$ cat src/rtl/bitfusion_pe.sv
// bitfusion_pe: bit-fusion MAC element with lane-split dot product.
// Three-stage pipe (capture, dot, accumulate) with valid/ready on both sides.
module bitfusion_pe #(
  parameter int DATA_W = 8,
  parameter int ACC_W  = 20,
  parameter int CNT_W  = 8
) (
  input  logic              clk,
  input  logic              rst_n,
  input  logic              in_valid,
  output logic              in_ready,
  input  logic [DATA_W-1:0] in,
  input  logic [DATA_W-1:0] weight,
  input  logic [1:0]        prec,
  input  logic              s_in,
  input  logic              s_weight,
  input  logic              in_last,
  output logic              out_valid,
  input  logic              out_ready,
  output logic [ACC_W-1:0]  psum,
  output logic [CNT_W-1:0]  count
);

  localparam int L4 = DATA_W / 4;
  localparam int L2 = DATA_W / 2;
  localparam int PW = 2 * DATA_W + 2;

  logic              stall;
  logic              s1_valid;
  logic [DATA_W-1:0] s1_in;
  logic [DATA_W-1:0] s1_wt;
  logic [1:0]        s1_prec;
  logic              s1_sa;
  logic              s1_sw;
  logic              s1_last;

  logic              d_valid;
  logic [ACC_W-1:0]  d_dot;
  logic              d_last;

  logic [ACC_W-1:0]  acc;
  logic [CNT_W-1:0]  gcnt;
  logic              first;

  logic [ACC_W-1:0]  dot;
  logic [ACC_W-1:0]  sum;
  logic [CNT_W-1:0]  cnt_nxt;

  logic [PW-1:0]     af;
  logic [PW-1:0]     bf;
  logic [PW-1:0]     pf;
  logic [9:0]        a4;
  logic [9:0]        b4;
  logic [9:0]        p4;
  logic [5:0]        a2;
  logic [5:0]        b2;
  logic [5:0]        p2;

  assign stall    = out_valid & ~out_ready;
  assign in_ready = rst_n & ~stall;

  // Capture stage: latch the offered element when accepted.
  always_ff @(posedge clk or negedge rst_n) begin
    if (!rst_n) begin
      s1_valid <= 1'b0;
      s1_in    <= '0;
      s1_wt    <= '0;
      s1_prec  <= '0;
      s1_sa    <= 1'b0;
      s1_sw    <= 1'b0;
      s1_last  <= 1'b0;
    end else if (!stall) begin
      s1_valid <= in_valid;
      if (in_valid) begin
        s1_in   <= in;
        s1_wt   <= weight;
        s1_prec <= prec;
        s1_sa   <= s_in;
        s1_sw   <= s_weight;
        s1_last <= in_last;
      end
    end
  end

  // Lane split, per-lane extend and multiply, reduce to one dot value.
  always_comb begin
    dot = '0;
    af  = '0;
    bf  = '0;
    pf  = '0;
    a4  = '0;
    b4  = '0;
    p4  = '0;
    a2  = '0;
    b2  = '0;
    p2  = '0;
    unique case (1'b1)
      s1_prec == 2'b01: begin
        for (int k = 0; k < L4; k++) begin
          a4  = {{6{s1_sa & s1_in[4*k+3]}}, s1_in[4*k +: 4]};
          b4  = {{6{s1_sw & s1_wt[4*k+3]}}, s1_wt[4*k +: 4]};
          p4  = a4 * b4;
          dot = dot + {{(ACC_W-10){p4[9]}}, p4};
        end
      end
      s1_prec == 2'b10: begin
        for (int k = 0; k < L2; k++) begin
          a2  = {{4{s1_sa & s1_in[2*k+1]}}, s1_in[2*k +: 2]};
          b2  = {{4{s1_sw & s1_wt[2*k+1]}}, s1_wt[2*k +: 2]};
          p2  = a2 * b2;
          dot = dot + {{(ACC_W-6){p2[5]}}, p2};
        end
      end
      default: begin
        af  = {{(PW-DATA_W){s1_sa & s1_in[DATA_W-1]}}, s1_in};
        bf  = {{(PW-DATA_W){s1_sw & s1_wt[DATA_W-1]}}, s1_wt};
        pf  = af * bf;
        dot = {{(ACC_W-PW){pf[PW-1]}}, pf};
      end
    endcase
  end

  // Dot stage: register the reduced product with its last flag.
  always_ff @(posedge clk or negedge rst_n) begin
    if (!rst_n) begin
      d_valid <= 1'b0;
      d_dot   <= '0;
      d_last  <= 1'b0;
    end else if (!stall) begin
      d_valid <= s1_valid;
      if (s1_valid) begin
        d_dot  <= dot;
        d_last <= s1_last;
      end
    end
  end

  assign sum     = (first ? '0 : acc) + d_dot;
  assign cnt_nxt = first ? CNT_W'(1)
                 : (&gcnt ? gcnt : gcnt + CNT_W'(1));

  // Accumulate stage: fold into the group, publish on last.
  always_ff @(posedge clk or negedge rst_n) begin
    if (!rst_n) begin
      acc       <= '0;
      gcnt      <= '0;
      first     <= 1'b1;
      psum      <= '0;
      count     <= '0;
      out_valid <= 1'b0;
    end else if (!stall) begin
      if (d_valid && d_last) begin
        psum      <= sum;
        count     <= cnt_nxt;
        out_valid <= 1'b1;
        first     <= 1'b1;
        acc       <= '0;
        gcnt      <= '0;
      end else begin
        out_valid <= 1'b0;
        if (d_valid) begin
          acc   <= sum;
          gcnt  <= cnt_nxt;
          first <= 1'b0;
        end
      end
    end
  end

endmodule

$ cat config.mk
export PLATFORM = sky130hd
export DESIGN_NAME = bitfusion_pe
export DESIGN_NICKNAME = d
export VERILOG_FILES = /design/src/rtl/bitfusion_pe.sv
export SDC_FILE = /design/constraint.sdc
export NUM_CORES = 1
export LEC_CHECK = 0
export CAP_MARGIN = 10
export CORE_UTILIZATION = 40
export DETAILED_ROUTE_END_ITERATION = 6
export PLACE_DENSITY = 0.57
export SLEW_MARGIN = 5
export SYNTH_ARGS = -nofsm -noshare
export SYNTH_HDL_FRONTEND = slang
export SYNTH_SLANG_ARGS = --single-unit
$ cat constraint.sdc
create_clock -name clk -period 14.3 [get_ports clk]
set_clock_uncertainty 0.1 [all_clocks]
set_input_delay 3.575 -clock clk [delete_from_list [all_inputs] [get_ports clk]]
set_output_delay 3.575 -clock clk [all_outputs]
set_load 0.01 [all_outputs]
Yosys cells after proc, flatten, opt, wreduce, memory -nomap -nowiden
Index checks and enable logic that the tools add are counted.
- flip-flop bits (word level): 102
- bits in latches: 0
- RAM bits: 0
- memory bits (read-only): 0
- input bits: 25
- word-level logic and storage cells: 61
- memories kept: 0
- $add $sub $neg: 6
- $mul: 7
- div/mod/pow operators: 0
- magnitude comparators: 0
- equality and inequality tests: 2
- shift-type cells: 0
- muxes and demuxes: 11
- bitwise logic cells: 12
- reduce and logical (&&, ||, !) cells: 7
- operators by type and width (cell ; count):
    20-bit 2-to-1 mux ; 3
    20-bit one-hot mux with 2 select lines ; 1
    8-bit 2-to-1 mux ; 4
    3-bit by 3-bit multiplier with 6-bit output ; 4
    20-bit adder ; 1
    5-bit by 5-bit multiplier with 10-bit output ; 2
    9-bit by 9-bit multiplier with 18-bit output ; 1
    10-bit by 10-bit adder with 11-bit output ; 1
    1-bit AND ; 10
    8-bit by 6-bit adder with 9-bit output ; 1
    7-bit by 6-bit adder with 8-bit output ; 1
    8-bit by 1-bit adder with 8-bit output (second input constant) ; 1
    2-bit AND reduction ; 4
    8-bit AND reduction ; 1
    6-bit by 6-bit adder with 7-bit output ; 1
    1-bit 2-to-1 mux ; 3
    2-bit by 1-bit equality test with 1-bit output (second input constant) ; 1
    2-bit equality test (second input constant) ; 1
    1-bit NOT ; 2
    2-bit nonzero test ; 1
    1-bit logical AND ; 1

Longest topological paths before layout
Gate-level depths: netlist of run 1.
- depth after elaboration: 6
- gate-level depth with buffers: 23

Worst setup path before layout of run 1
Ideal clock, no wire load.
- path type: input to output
- start point: input out_ready
- end point: output in_ready
- arrival: 4.104 ns
- setup slack: 6.521 ns
- stages: 3
- buffers on the path: 1
- cells stage by stage: nand2b_1 clkbuf_1 and2_1
- longest elaborated chain between the ends: 4
- ends and longest elaborated chain (element ; line ; text):
    start: declaration ; 19 ; input logic out_ready,
    1-bit NOT ; 59 ; assign stall = out_valid & ~out_ready;
    1-bit AND ; 59 ;
    1-bit NOT (no source line) ; -- ;
    1-bit AND ; 60 ; assign in_ready = rst_n & ~stall;
    end: declaration ; 11 ; output logic in_ready,
Every way passes these cells.

Worst setup path after layout of run 1
Ends and elaborated chain as after synthesis.

==> results of run 1 <==
[state kept, by name (all words and copies together) (netlist names)]
| register | flops |
|---|---|
| acc | 20 |
| psum | 20 |
| d_dot | 18 |
| count | 8 |
| gcnt | 8 |
| s1_in | 8 |
| s1_wt | 8 |
| s1_prec | 2 |
| d_last | 1 |
| d_valid | 1 |
| first | 1 |
| out_valid | 1 |
| s1_last | 1 |
| s1_sa | 1 |
| s1_sw | 1 |
| s1_valid | 1 |
[critical path: stages]
cell,delay [ns]
clkdlybuf4s50_1,0.45
nand2b_1,0.32
and2_1,0.24
clkdlybuf4s50_1,0.55
[cell type report]
cell class | instances | area share, %
Multi-Input combinational cell | 847 | 63.1
Sequential cell | 100 | 19.3
Inverter | 246 | 7.12
Timing Repair Buffer | 59 | 4.44
Tap cell | 384 | 3.71
Clock buffer | 9 | 1.74
Clock inverter | 7 | 0.531
[metrics by stage]
step	worst slack [ns]	area (sq um)	utilization, %	cells	hold slack [ns]
2_1_floorplan	6.52	11800	-	1240	0.335
3_3_place_gp	5.47	12700	43.9	1636	0.356
3_5_place_dp	5.47	12700	43.9	1636	0.355
4_1_cts	5.47	13000	44.9	1652	0.374
5_1_grt	5.39	13000	44.9	1652	0.398
6_report	5.49	13000	44.9	1652	0.368
[placed cells by master (no fill, tap or decap), types with 10 or more instances in the layout]
cell type | synthesis | layout
and2_1 | 33 | 33
mux2_2 | 10 | 10
mux2_1 | 19 | 19
and3_1 | 19 | 19
fa_1 | 159 | 159
nand3_1 | 17 | 17
inv_1 | 244 | 244
nand2_1 | 111 | 111
clkdlybuf4s50_1 | 0 | 53
nor2_1 | 43 | 43
a21oi_1 | 32 | 32
o21ai_0 | 21 | 21
a211oi_1 | 10 | 10
a22o_1 | 12 | 12
a21o_1 | 10 | 10
ha_1 | 109 | 109
xor2_1 | 13 | 13
nor2b_1 | 21 | 21
dfrtp_1 | 99 | 99
o21a_1 | 11 | 11
xnor2_1 | 44 | 44
o21ai_1 | 43 | 43
[routing by layer]
metal  wire length [microns]  share of wire [%]  vias to the layer above
met1                   12700                 47                     4079
met5                       0                  0                        -
met3                     758                2.8                       23
met4                     453                1.7                        0
met2                   13200                 49                      143
li1                        -                  -                     4029
[kinds of logic (layout without fill, tap and decap cells)]
logic type / Yosys count / count (layout) / synth area share, %
buffers and inverters: 293 / 321 / 9.33
and+or+nand+nor: 287 / 287 / 11.9
adders and majority gates: 269 / 269 / 38.7
AOI/OAI and AO/OA: 198 / 198 / 11.2
DFF: 100 / 100 / 21.2
xor gates and xnor gates: 58 / 58 / 4.43
muxes: 35 / 35 / 3.28
[worst min-delay path by stage]
stage	from	end	slack, ns	cells past startpoint
after floorplan	s1_last$_DFFE_PN0P_	d_last$_DFFE_PN0P_	0.33	2
after global placement	count[0]$_DFFE_PN0P_	count[0]$_DFFE_PN0P_	0.36	2
after detailed placement	count[0]$_DFFE_PN0P_	count[0]$_DFFE_PN0P_	0.36	2
after CTS	count[0]$_DFFE_PN0P_	count[0]$_DFFE_PN0P_	0.37	2
after global routing	count[0]$_DFFE_PN0P_	count[0]$_DFFE_PN0P_	0.40	2
final	count[0]$_DFFE_PN0P_	count[0]$_DFFE_PN0P_	0.37	2
==> results.ini, run 1 <==
[logic_synthesis]
synth_cells = 1240
synthArstFlopShare_pct = 100
synthFlopType = dfrtp_1
seq_area_frac_synth_pct = 21.2
yosys_warnings = 0
ys_seq_elements = 100
synth_edf_count = 0
yosys.cell_count.top_type = inv_1
synth_commonest_cells = inv_1, fa_1, nand2_1, ha_1, dfrtp_1
synth_top_area_share_pct = 27.0
synth_area_leader_cell = fa_1
synth_area_leaders = fa_1, dfrtp_1, ha_1, inv_1, nand2_1
syn-num-nets = 1533
ys_types = 63
syn_area_sq_mm = 0.0118
avgSynthCellArea_sq_um = 9.51

[cells_and_area]
drive_gt1_share_pct = 3.23
seqCellArea_sq_mm = 0.00250
multi_input_area_sq_mm = 0.00819
area_delta_synth_final_pct = 9.96
fillers = 2858
n_antenna_cell = 0
final_nets = 1556

[die]
start_util_pct = 40.9
row_count = 62
io_pins = 55
core_area_sq_mm = 0.0289
die_w_microns = 174
die_h_microns = 174
dieArea_sq_mm = 0.0302

[grt]
grt.met3_usage_pct = 2.28
overflow = 0
use_met1_pct = 26.2
antenna_found_initial = 0
grt.total_usage_pct = 19.3
grt_use_met2_pct = 33.0
grt_pass1_wl_mm = 45.9
grt_most_used_layer = met2
grt_max_degree = 43
grt_pass1_vias = 8708

[cts]
post_cts_buffers = 0
htreeDepth = 3
cts_hold_buf = 0
cts_tree = built
clock_latency_ns = 0.36
numCtsBuffers = 9
clkTransAtPathRegs_ns = 0.08
clockRootBuffer = clkbuf_16
cts_buffer_depth = 2
clock-sinks = 100
post_cts_resized = 0

[timing]
grt_setup_unrepaired = false
post-route-min-period_ns = 8.81
setup_viol = 0
worstMarginPinSlew_ns = 1.06
finalSetupTns_ns = 0
max_slew_margin_pct = 29.2
slew_viol_final = 0
fin_crit_sh_pct = 61.6
final_hold_viol_count = 0
clock.fmax_ghz = 0.114

[setup_path]
crit_end = in_ready
r2r_slack_ns = 7.61
reg2reg_to = d_dot[15]$_DFFE_PN0P_
r2r_cells = 17
worstSetupPathType = in -> out
worstSetupEndpointType = output port
crit_fanout = 11
crit_start = out_ready
reg2reg_from = s1_sa$_DFFE_PN0P_
arrival_ns = 5.13
required_ns = 10.62
start_kind = primary input

[routing]
drt_iter0_drc = 471
vias = 8274
ant_nets = 0
drc = 0
drt-pass1-iter-count = 5
viasPerCell = 5.01
wl_per_cell_microns = 16.4
wl_mm = 27.1

[placement]
port_buffers = 54
place.gp.congestion = 0.856
dp_hpwl_mm = 22.2

[flow_run]
cap_violations = 0

[status]
status = completed

[hold_path]
worstHoldPathType = reg -> reg

Power of run 1 is left out: the tool's default activity adds up to more than one toggle a clock period on the data nets, which glitch-free logic cannot reach.
==> run 2: changes to the inputs <==
--- a/config.mk
+++ b/config.mk
@@ -8,7 +8,7 @@
 export CAP_MARGIN = 10
 export CORE_UTILIZATION = 40
 export DETAILED_ROUTE_END_ITERATION = 6
-export PLACE_DENSITY = 0.57
+export PLACE_DENSITY = 0.59
 export SLEW_MARGIN = 5
 export SYNTH_ARGS = -nofsm -noshare
 export SYNTH_HDL_FRONTEND = slang
==> constraint.sdc (replaced) <==
create_clock -name clk -period 7.9 [get_ports clk]
set_clock_uncertainty 0.1 [all_clocks]
set_input_delay 1.975 -clock clk [delete_from_list [all_inputs] [get_ports clk]]
set_output_delay 1.975 -clock clk [all_outputs]
set_load 0.01 [all_outputs]
==> results.ini, run 2 (synthesized netlist as in run 1, its figures left out) <==
[die]
start_util_pct = 40.9  ; unchanged
die_w_microns = 174  ; unchanged
io_pins = 55  ; unchanged
core_area_sq_mm = 0.0289  ; unchanged
row_count = 62  ; unchanged
die_h_microns = 174  ; unchanged
dieArea_sq_mm = 0.0302  ; unchanged

[grt]
grt_pass1_wl_mm = 47.1  ; +2.5%
grt.total_usage_pct = 20.0  ; +0.68 points
grt_pass1_vias = 8832  ; +1.4%
overflow = 0  ; unchanged
antenna_found_initial = 0  ; unchanged
grt_max_degree = 59  ; +37%

[cts]
cts_hold_buf = 0  ; unchanged
cts_buffer_depth = 2  ; unchanged
numCtsBuffers = 9  ; unchanged
clockRootBuffer = clkbuf_16
cts_tree = built
clock_latency_ns = 0.37  ; about the same
post_cts_resized = 0  ; unchanged
clock-sinks = 100  ; unchanged
clkTransAtPathRegs_ns = 0.09  ; about the same
htreeDepth = 3  ; unchanged
post_cts_buffers = 0  ; unchanged

[timing]
final_hold_viol_count = 0  ; unchanged
setup_viol = 0  ; unchanged
finalSetupTns_ns = 0  ; unchanged
grt_setup_unrepaired = false
max_slew_margin_pct = 36.5  ; +7.3 points
worstMarginPinSlew_ns = 0.948  ; -0.109 ns
fin_crit_sh_pct = 83.7
slew_viol_final = 0  ; unchanged
post-route-min-period_ns = 6.61
clock.fmax_ghz = 0.151

[hold_path]
worstHoldPathType = reg -> reg

[placement]
dp_hpwl_mm = 23.0  ; +3.8%
port_buffers = 54  ; unchanged
place.gp.congestion = 0.891  ; +4.1%
dpl-instance-area_sq_mm = 0.0127  ; unchanged

[cells_and_area]
fillers = 2812  ; -1.6%
layout_common_cells = inv_1, fa_1, nand2_1
drive_gt1_share_pct = 3.15  ; -0.079 points
largest_registers = acc: 20 flops, psum: 20 flops, d_dot: 18 flops
final_nets = 1556  ; unchanged
n_antenna_cell = 0  ; unchanged
seqCellArea_sq_mm = 0.00250  ; unchanged
area_delta_synth_final_pct = 9.82
multi_input_area_sq_mm = 0.00819  ; unchanged
final_common_cell = inv_1
design_area_sq_mm = 0.0129  ; -0.12%

[routing]
drc = 0  ; unchanged
viasPerCell = 5.07  ; +1.3%
wl_met1_mm = 13.0  ; +2.6%
met2RoutedLength_mm = 13.3  ; +1.2%
vias = 8379  ; +1.3%
wl_per_cell_microns = 17.1  ; +4.5%
drt_iter0_drc = 469  ; -0.42%
wl_met3_mm = 1.43  ; +88%
ant_nets = 0  ; unchanged
drt-pass1-iter-count = 5  ; unchanged
wl_mm = 28.3  ; +4.5%
highest_layer = met4

[setup_path]
start_kind = flop
crit_fanout = 20  ; +9
worstSetupPathType = reg -> reg
worstSetupEndpointType = flop
required_ns = 8.04  ; -2.58 ns
arrival_ns = 6.75  ; +1.62 ns

[flow_run]
cap_violations = 0  ; unchanged

[status]
status = completed

==> run 2: final cells by class <==
class,instances,share of cell area (%)
Multi-Input combinational cell,847,63.2
Clock inverter,6,0.377
Tap cell,384,3.71
Clock buffer,10,1.77
Timing Repair Buffer,59,4.45
Sequential cell,100,19.3
Inverter,246,7.13
==> run 2: worst paths after layout <==
check / from / endpoint / slack [ns] / cells past startpoint
setup / recovery: s1_sa$_DFFE_PN0P_ / d_dot[12]$_DFFE_PN0P_ / 1.29 / 15
hold / removal: count[0]$_DFFE_PN0P_ / count[0]$_DFFE_PN0P_ / 0.37 / 2
setup reg to reg: s1_sa$_DFFE_PN0P_ / d_dot[12]$_DFFE_PN0P_ / 1.29 / 15
hold reg to reg: count[0]$_DFFE_PN0P_ / count[0]$_DFFE_PN0P_ / 0.37 / 2
max in group asynchronous: rst_n / count[2]$_DFFE_PN0P_ / 4.96 / 2
min in group asynchronous: rst_n / gcnt[2]$_DFFE_PN0P_ / 1.52 / 1
==> run 2: critical path, cell delays in order (launching register included) <==
cell and delay (ns):
dfrtp_1 0.86, nand3_1 0.37, inv_1 0.33, fa_1 0.52
fa_1 0.55, fa_1 0.56, inv_1 0.06, fa_1 0.56
fa_1 0.53, xnor2_1 0.24, xnor3_1 0.35, xnor2_1 0.42
o21ai_0 0.16, a31oi_1 0.43, nor3_2 0.13, a211o_1 0.29
==> run 2: metal layers <==
metal / track usage (%) / vias up
met4: 4.68 / 0
met3: 3.75 / 29
met1: 27.2 / 4138
met2: 33.1 / 185
met5: 0 / -
li1: - / 4027
==> run 2: through the flow <==
| step | utilization, % | setup slack, ns | std cells | hold slack, ns |
|---|---|---|---|---|
| final | 44.9 | 1.29 | 1652 | 0.373 |
| after global placement | 43.9 | 1.46 | 1636 | 0.354 |
| after global routing | 44.9 | 1.02 | 1652 | 0.405 |
| after floorplan | - | 2.06 | 1240 | 0.335 |
| after CTS | 44.9 | 1.34 | 1652 | 0.379 |
| after detailed placement | 43.9 | 1.39 | 1636 | 0.360 |
Power of run 2 is left out for the same reason.
==> run 3: changes to the inputs <==
--- a/config.mk
+++ b/config.mk
@@ -8,7 +8,7 @@
 export CAP_MARGIN = 10
 export CORE_UTILIZATION = 40
 export DETAILED_ROUTE_END_ITERATION = 6
-export PLACE_DENSITY = 0.59
+export PLACE_DENSITY = 0.57
 export SLEW_MARGIN = 5
 export SYNTH_ARGS = -nofsm -noshare
 export SYNTH_HDL_FRONTEND = slang
==> constraint.sdc (replaced) <==
create_clock -name clk -period 6.4 [get_ports clk]
set_clock_uncertainty 0.1 [all_clocks]
set_input_delay 1.6 -clock clk [delete_from_list [all_inputs] [get_ports clk]]
set_output_delay 1.6 -clock clk [all_outputs]
set_load 0.01 [all_outputs]
==> results.ini, run 3 (synthesized netlist as in run 1, its figures left out) <==
[status]
status = completed

[setup_path]
crit_cells = 18  ; +3
required_ns = 6.56  ; -1.48 ns
r2r_cells = 18  ; +3
path_buf_inv = 4  ; +2
crit_fanout = 10  ; -50%
cpMostUsedCell = fa_1
max_stage_delay_ns = 0.69  ; -0.17 ns
arrival_ns = 6.23  ; -0.52 ns
worstSetupEndpointType = flop
cpMaxStageDelayCell = fa_1
crit_chain = nand2_1 -> or2_1 -> fa_1 -> inv_1 -> fa_1 -> fa_1 -> fa_1 -> inv_1 -> fa_1 -> inv_1 -> ha_1 -> or3_1 -> o211a_1 -> or3_1 -> a31oi_1 -> buf_4 -> nor3_2 -> a211o_1
start_kind = flop
worstSetupPathType = reg -> reg
path_delay_family = adder cells

[timing]
setup_viol = 0  ; unchanged
clock.fmax_ghz = 0.165  ; +8.8%
worstMarginPinSlew_ns = 0.859  ; -0.0899 ns
final_hold_viol_count = 0  ; unchanged
slew_viol_final = 0  ; unchanged
post-route-min-period_ns = 6.08  ; -0.534 ns
finalSetupTns_ns = 0  ; unchanged
fin_crit_sh_pct = 95.0  ; +11 points
max_slew_margin_pct = 42.6  ; +6.1 points
grt_setup_unrepaired = false

[routing]
wl_mm = 28.6  ; +0.78%
met2RoutedLength_mm = 13.5  ; +1.5%
drc = 0  ; unchanged
wl_per_cell_microns = 17.1  ; -0.37%
viasPerCell = 5.04  ; -0.56%
drt-pass1-iter-count = 5  ; unchanged
highest_layer = met4
wl_met3_mm = 1.16  ; -19%
drt_iter0_drc = 563  ; +20%
vias = 8428  ; +0.58%
ant_nets = 0  ; unchanged
wl_met1_mm = 13.3  ; +2.3%

[die]
die_w_microns = 174  ; unchanged
io_pins = 55  ; unchanged
die_h_microns = 174  ; unchanged
core_area_sq_mm = 0.0289  ; unchanged
dieArea_sq_mm = 0.0302  ; unchanged
row_count = 62  ; unchanged
start_util_pct = 40.9  ; unchanged

[cells_and_area]
area_delta_synth_final_pct = 11.2
final_nets = 1575  ; +1.2%
final_common_cell = inv_1
largest_registers = acc: 20 flops, psum: 20 flops, d_dot: 18 flops
n_antenna_cell = 0  ; unchanged
layout_common_cells = inv_1, fa_1, nand2_1
drive_gt1_share_pct = 4.82  ; +1.7 points

[cts]
clock_latency_ns = 0.36  ; about the same
htreeDepth = 3  ; unchanged
numCtsBuffers = 9  ; unchanged
clockRootBuffer = clkbuf_16
clock-sinks = 100  ; unchanged
cts_tree = built
clkTransAtPathRegs_ns = 0.09  ; about the same
cts_buffer_depth = 2  ; unchanged
post_cts_buffers = 0  ; unchanged

[flow_run]
cap_violations = 0  ; unchanged

[placement]
place.gp.congestion = 0.864  ; -3.1%
port_buffers = 54  ; unchanged
dp_hpwl_mm = 23.3  ; +1.2%

[grt]
grt_max_degree = 59  ; unchanged
overflow = 0  ; unchanged
grt.total_usage_pct = 20.3  ; +0.28 points
antenna_found_initial = 0  ; unchanged
grt_pass1_wl_mm = 47.7  ; +1.4%
grt_pass1_vias = 8962  ; +1.5%

[hold_path]
min_path_cells = 2  ; unchanged
worstHoldPathType = reg -> reg

-- run 3: cell count changes in the layout (fill, tap and decap cells not counted) --
cell,previous run,this run
buf_4,6,25
clkbuf_1,1,0
clkbuf_8,0,1
clkinv_2,1,0
clkinv_4,1,3
clkinvlp_4,2,1
dfrtp_1,99,97
dfrtp_2,0,2
inv_6,1,0
inv_8,1,2
-- run 3: area by class of cell --
class | instances | area [sq um]
Inverter | 246 | 923
Clock buffer | 10 | 239
Clock inverter | 6 | 56.3
Sequential cell | 100 | 2510
Fill cell | 2881 | 15700
Tap cell | 384 | 480
Multi-Input combinational cell | 847 | 8190
Timing Repair Buffer | 78 | 718
-- run 3: worst min-delay path, cell delays in order (launching register included) --
cell and delay (ns):
dfrtp_1 0.34, nand2_1 0.05, nand2_1 0.05
-- run 3: path summary, 6_finish.rpt --
kind / from / endpoint / slack, ns
min in group asynchronous: rst_n / acc[1]$_DFFE_PN0P_ / 1.36
hold / removal: count[0]$_DFFE_PN0P_ / count[0]$_DFFE_PN0P_ / 0.37
setup reg to reg: s1_wt[7]$_DFFE_PN0P_ / d_dot[13]$_DFFE_PN0P_ / 0.32
setup / recovery: s1_wt[7]$_DFFE_PN0P_ / d_dot[13]$_DFFE_PN0P_ / 0.32
hold reg to reg: count[0]$_DFFE_PN0P_ / count[0]$_DFFE_PN0P_ / 0.37
max in group asynchronous: rst_n / s1_wt[3]$_DFFE_PN0P_ / 3.69
-- run 3: timing repair --
item | CTS | global route
setup endpoints to repair | 0 | 8
resized for setup | 0 | 2
hold buffers | 0 | 0
-- run 3: layer usage --
metal  GRT usage (%)  vias up
met5               0        -
met4            4.53        0
met3            2.57       26
met2            33.8      188
met1            28.2     4157
li1                -     4057
-- run 3: metrics by stage --
step | hold slack [ns] | util, % | area [sq um] | setup WS [ns] | cells
floorplan | 0.335 | - | 11800 | 0.557 | 1240
global placement | 0.354 | 44.4 | 12800 | 0.264 | 1655
detailed placement | 0.365 | 44.4 | 12800 | 0.199 | 1655
CTS | 0.381 | 45.4 | 13100 | 0.176 | 1671
global route | 0.402 | 45.4 | 13100 | 0.0239 | 1671
finish | 0.370 | 45.4 | 13100 | 0.323 | 1671
Power of run 3 is left out for the same reason.
